## src/rtl/flit_injection_scheduler.sv

```systemverilog
// Round-robin injection arbiter: accepts one packet from NUM_REQ local sources
// and serialises it MSB-first into FLIT_COUNT tagged flits for the NoC port.
//
// state | meaning
// IDLE  | waiting for any req_valid; grants and latches the winner on ce
// SEND  | presenting flits of the latched packet until the last one transfers
module flit_injection_scheduler #(
  parameter  int NUM_REQ         = 4,
  parameter  int NODE_COUNT      = 8,
  parameter  int PACKET_ID_WIDTH = 5,
  parameter  int PAYLOAD         = 32,
  parameter  int FLIT_PAYLOAD    = 8,
  localparam int NODE_W     = $clog2(NODE_COUNT),
  localparam int ID_W       = PACKET_ID_WIDTH,
  localparam int FLIT_COUNT = (PAYLOAD + FLIT_PAYLOAD - 1) / FLIT_PAYLOAD,
  localparam int IDX_W      = (FLIT_COUNT > 1) ? $clog2(FLIT_COUNT) : 1,
  localparam int GNT_W      = (NUM_REQ > 1) ? $clog2(NUM_REQ) : 1,
  localparam int FLIT_W     = 1 + 2*NODE_W + FLIT_PAYLOAD + ID_W + IDX_W
) (
  input  logic                        clk,
  input  logic                        rst_n,
  input  logic                        ce,
  input  logic [NUM_REQ-1:0]          req_valid,
  output logic [NUM_REQ-1:0]          req_ready,
  input  logic [NUM_REQ*PAYLOAD-1:0]  req_payload,
  input  logic [NUM_REQ*NODE_W-1:0]   req_dest,
  output logic [FLIT_W-1:0]           flit_out,
  output logic                        flit_valid,
  input  logic                        flit_ready,
  output logic [GNT_W-1:0]            grant,
  output logic                        busy,
  output logic                        pkt_done
);

  localparam int PAD_W = FLIT_COUNT * FLIT_PAYLOAD;

  localparam logic [0:0] IDLE = 1'b0;
  localparam logic [0:0] SEND = 1'b1;

  logic [0:0]          state;
  logic [GNT_W-1:0]    last_grant;
  logic [GNT_W-1:0]    grant_q;
  logic [ID_W-1:0]     id_cnt [NUM_REQ];
  logic [PAYLOAD-1:0]  pay_q;
  logic [NODE_W-1:0]   dest_q;
  logic [ID_W-1:0]     id_q;
  logic [IDX_W-1:0]    idx_q;

  logic [GNT_W-1:0]        win;
  logic [GNT_W-1:0]        cand;
  logic                    found;
  logic                    accept;
  logic                    xfer;
  logic                    last_flit;
  logic [PAD_W-1:0]        padded;
  logic [FLIT_PAYLOAD-1:0] flit_data;
  logic [NODE_W-1:0]       node_start;

  // Search starts one past the previous winner so every source gets a turn.
  always_comb begin
    win   = '0;
    cand  = '0;
    found = 1'b0;
    for (int k = 1; k <= NUM_REQ; k++) begin
      cand = GNT_W'((int'(last_grant) + k) % NUM_REQ);
      if (!found && req_valid[cand]) begin
        found = 1'b1;
        win   = cand;
      end
    end
  end

  assign accept    = (state == IDLE) && ce && found;
  assign xfer      = (state == SEND) && flit_ready && ce;
  assign last_flit = (idx_q == IDX_W'(FLIT_COUNT - 1));

  assign req_ready  = accept ? (NUM_REQ'(1) << win) : '0;
  assign flit_valid = (state == SEND);
  assign busy       = (state == SEND);
  assign pkt_done   = xfer && last_flit;
  assign grant      = grant_q;

  // Left-justify the payload so flit 0 carries the MSBs and the tail is zero-padded.
  assign padded     = PAD_W'(pay_q) << (PAD_W - PAYLOAD);
  assign flit_data  = padded[PAD_W-1 - int'(idx_q)*FLIT_PAYLOAD -: FLIT_PAYLOAD];
  assign node_start = NODE_W'(grant_q);

  assign flit_out = (state == SEND) ?
                    {1'b1, dest_q, flit_data, id_q, node_start, idx_q} : '0;

  always_ff @(posedge clk or negedge rst_n) begin
    if (!rst_n) begin
      state      <= IDLE;
      last_grant <= GNT_W'(NUM_REQ - 1);
      grant_q    <= '0;
      pay_q      <= '0;
      dest_q     <= '0;
      id_q       <= '0;
      idx_q      <= '0;
      id_cnt     <= '{default: '0};
    end else if (ce) begin
      case (state)
        IDLE: begin
          if (accept) begin
            pay_q      <= req_payload[int'(win)*PAYLOAD +: PAYLOAD];
            dest_q     <= req_dest[int'(win)*NODE_W +: NODE_W];
            id_q       <= id_cnt[win];
            grant_q    <= win;
            last_grant <= win;
            idx_q      <= '0;
            state      <= SEND;
          end
        end
        SEND: begin
          if (xfer) begin
            idx_q <= idx_q + 1'b1;
            if (last_flit) begin
              id_cnt[grant_q] <= id_cnt[grant_q] + 1'b1;
              state           <= IDLE;
            end
          end
        end
        default: state <= IDLE;
      endcase
    end
  end

endmodule

```

## config.mk

```make
export PLATFORM = sky130hd
export DESIGN_NAME = flit_injection_scheduler
export DESIGN_NICKNAME = d
export VERILOG_FILES = /design/src/rtl/flit_injection_scheduler.sv
export SDC_FILE = /design/constraint.sdc
export NUM_CORES = 1
export LEC_CHECK = 0
export BUFFER_PORTS_ARGS = -buffer_cell sky130_fd_sc_hd__buf_2
export CORE_ASPECT_RATIO = 0.8
export CORE_MARGIN = 2
export CORE_UTILIZATION = 49
export CTS_CLUSTER_SIZE = 30
export DETAILED_ROUTE_END_ITERATION = 8
export PLACE_DENSITY = 0.82
export SYNTH_ARGS = -nofsm -noshare
export SYNTH_HDL_FRONTEND = slang
export SYNTH_SLANG_ARGS = --single-unit
```

## constraint.sdc

```tcl
create_clock -name clk -period 2.35 [get_ports clk]
set_clock_uncertainty 0.1 [all_clocks]
set_input_delay 0.3525 -clock clk [delete_from_list [all_inputs] [get_ports clk]]
set_output_delay 0.3525 -clock clk [all_outputs]
set_load 0.05 [all_outputs]
```

==> key figures <==
Pwr
  – Clock network power share: between 10% and 20%
  – Maximum VDD drop: between 0.5 and 0.6 mV
  – Leakage power: around 2.9 nW
  – Sequential fraction of design power: 28.0%
  – Net Sw Frac: roughly 45%
  – Pwr/cell area: between 1000 and 1500 nW/um^2
  – Internal cell power: approximately 0.004 W
  – Switching power: roughly 0.0033 W
  – Comb pwr share: about 60%

Floorplanning
  – Full die area: approximately 9400 um^2
  – Effective utilization at floorplan: just over 50%
  – Die X: about 110 um
  – Rows: 30
  – Boundary Pins: between 150 and 200
  – Area of the core: approximately 8400 um^2
  – Die Height: between 80 and 90 um

Setup path
  – Critical Setup Path Class: flop to flop
  – Max FO, Critical Path: 38
  – Worst Path Arrival: between 2000 and 2500 ps
  – CP Cell Sequence: nand2_2, a31o_4, nor2_8, buf_4, buf_12, mux2i_1, o221ai_1
  – Slowest CP cell: dfstp_2
  – Delay-heaviest family, CP: flip-flops
  – Worst Setup SP: last_grant[1]
  – Worst setup EP type: flop
  – CP required: 2450 ps
  – Kind of start point of the critical path: flop
  – CP max stage delay: roughly 600 ps
  – R2R Path Start: last_grant[1]
  – WP buf/inv: 2

Detailed routing
  – DRC: 0
  – Via count: around 4000
  – Detailed router's first-iteration violation count: ~260
  – Avg Vias per Cell: 5.666
  – DRT Pass-1 Iters: 4
  – Routed len/inst: ~18 um
  – Number of antenna-violating nets in the routed design: 0
  – Routed wire length: ~12 mm

STA
  – Final period utilization: a little over nine tenths
  – Final setup violation count: 0
  – Minimum clock period: around 2300 ps
  – Hold Fails Final Rpt: 0
  – Max frequency: roughly 440 MHz
  – Max-slew violations: 0
  – Setup_tns: 0 ps
  – Slew HR: 51.01%
  – Hold Slack: about 230 ps
  – Tightest Pin Transition: between 700 and 800 ps

Finish
  – Final net count: approximately 730
  – Final std cells w/o fill: 700
  – Area growth syn-to-layout: 33.89%
  – Area of the multi-input gates: roughly 2400 um^2
  – Antenna diode count: 0
  – Register area: ~1700 um^2
  – Finished layout cell area: 5684 um^2
  – Final Util: between 60% and 70%
  – Fraction of layout cells with a size suffix above 1: between 40% and 50%
  – # fillers: between 600 and 700

Synth
  – Cell area after synthesis: 4245 um^2
  – Number of flops mapped to enable cells by yosys: 0
  – Register area share after synthesis: 39.55%
  – Syn. warnings: 0
  – Synth Flop Type: dfrtp_1
  – Yosys cell types: 41
  – Count leader, synth: mux2i_1
  – Post-synth top area cell: dfrtp_1
  – Post-synth top cells: mux2i_1 (69), dfrtp_1 (65), nand2_1 (49), o221ai_1 (26), and2_1 (20)
  – Syn_nets: about 540
  – FFs w/ async S/R, synth: 100.0%
  – Post-synth top area share: 38.31%
  – Syn_area_per_cell: ~11 um^2
  – Synth top area cells: dfrtp_1 (38%), mux2i_1 (16%), mux4_2 (6.4%)
  – Mapped Cells: approximately 400
  – Seq cells post-synth: 67

Clock network
  – CTS root buf: clkbuf_8
  – Clock sinks: 67
  – Worst skew pair latency: 340 ps
  – Clock Path Buffers: 2
  – CTS tree: yes
  – Clk slew on worst S/H paths: roughly 70 ps
  – H-tree depth: 3
  – Clock buffer count from CTS: 9

Global route
  – Initial antenna violation count: 0
  – Gr ovfl total: 0
  – Largest net degree at the start of global routing: 39
  – First-pass GRT wire length: about 20 mm
  – GR Util All Layers: 27.39%
  – Vias in the first global route: approximately 4000

Placed design
  – Cell Area, Placed: 5309 um^2
  – GP Congestion: 0.8989
  – Post-DP HPWL: 9.231 mm
  – Placed cell count: about 670
  – I/O Buffers: 177

Hold path
  – HP Class: input port to flop
  – Hold_sp: req_dest[0]

Job
  – Max Cap Viol: 0

Status
  – Outcome: completed
cells by family (layout without fill, tap and decap cells):
logic type | Yosys count | count (layout) | share of synthesized area (%)
buf+inv | 36 | 230 | 4.745
xor+xnor | 13 | 13 | 2.682
simple gates | 109 | 109 | 12.44
flops | 67 | 67 | 39.55
compound gates | 81 | 81 | 16.21
fa+ha+maj | 2 | 2 | 0.5894
other cells | 1 | 1 | 0.08833
mux | 85 | 85 | 23.70
layer usage:
layer | wire (um) | track usage [%] | up-vias
met4 | 240 | 8.974 | 0
li1 | - | - | 1853
met3 | 960 | 4.787 | 18
met2 | 5995 | 47.68 | 199
met1 | 5127 | 34.94 | 1896
met5 | 0 | 0 | -
registers in the layout, summed over array words and instances (netlist names):
name / count
busy: 1
padded: 32
id_q: 5
id_cnt: 20
last_grant: 2
grant: 2
dest_q: 3
idx_q: 2
layout by cell type (no fill, tap or decap), types with 11 or more instances in the layout:
| cell type | n |
|---|---|
| o21ai_0 | 11 |
| nand2_1 | 46 |
| and2_1 | 20 |
| mux4_2 | 12 |
| buf_4 | 27 |
| buf_2 | 174 |
| o221ai_1 | 26 |
| nand3_1 | 11 |
| mux2i_1 | 69 |
| nor2_1 | 11 |
| dfrtp_1 | 63 |
worst register-to-register path, delay by kind of cell (launching register included):
kind / cells / cell delay (ps)
AO/OA/AOI/OAI: 2 / 420
buffers and inverters: 2 / 410
flip-flops: 1 / 600
multiplexers: 1 / 370
AND/OR/NAND/NOR: 2 / 260
final cells by class:
cell class              instances  area share [%]
well taps                     112           2.465
multi-input cells             291           42.48
inverters                       4          0.2641
clock inverters                 2          0.6604
flip-flops and latches         67           29.58
repair buffers                210           21.86
clock buffers                  14           2.685
power groups by stage:
| stage | sequential (W) | combinational (W) | clock, W |
|---|---|---|---|
| after floorplan | 0.00193 | 0.00312 | 0 |
| after global placement | 0.00203 | 0.00396 | 0 |
| after detailed placement | 0.00207 | 0.00403 | 0 |
| after CTS | 0.00204 | 0.00420 | 0.000951 |
| after global routing | 0.00209 | 0.00461 | 0.00101 |
| final | 0.00203 | 0.00431 | 0.000936 |
timing repair:
item / CTS / global route
resized for setup: 8 / 10
pin swaps: 1 / 3
buffers inserted: 5 / 6
cloned: 1 / 0
hold buffers: 1 / 0
endpoints found under the hold margin: 25 / 0
setup endpoints to repair: 9 / 9
final timing paths:
path / to / slack, ps / cells past startpoint
max in group asynchronous: last_grant[0] / 1000 / 3
hold / removal: dest_q[0] / 230 / 3
setup / recovery: padded[3] / 50 / 7
hold reg to reg: id_cnt[9] / 370 / 1
min in group asynchronous: padded[22] / 470 / 2
setup reg to reg: padded[3] / 50 / 7
through the flow:
stage / total power, W / worst slack, ps
floorplan: 0.005059 / -191.0
global placement: 0.005990 / 94.23
detailed placement: 0.006099 / 27.55
CTS: 0.007187 / -6.502
global route: 0.007702 / -6.253
finish: 0.007276 / 51.38
(Power assumes the default switching activity.)
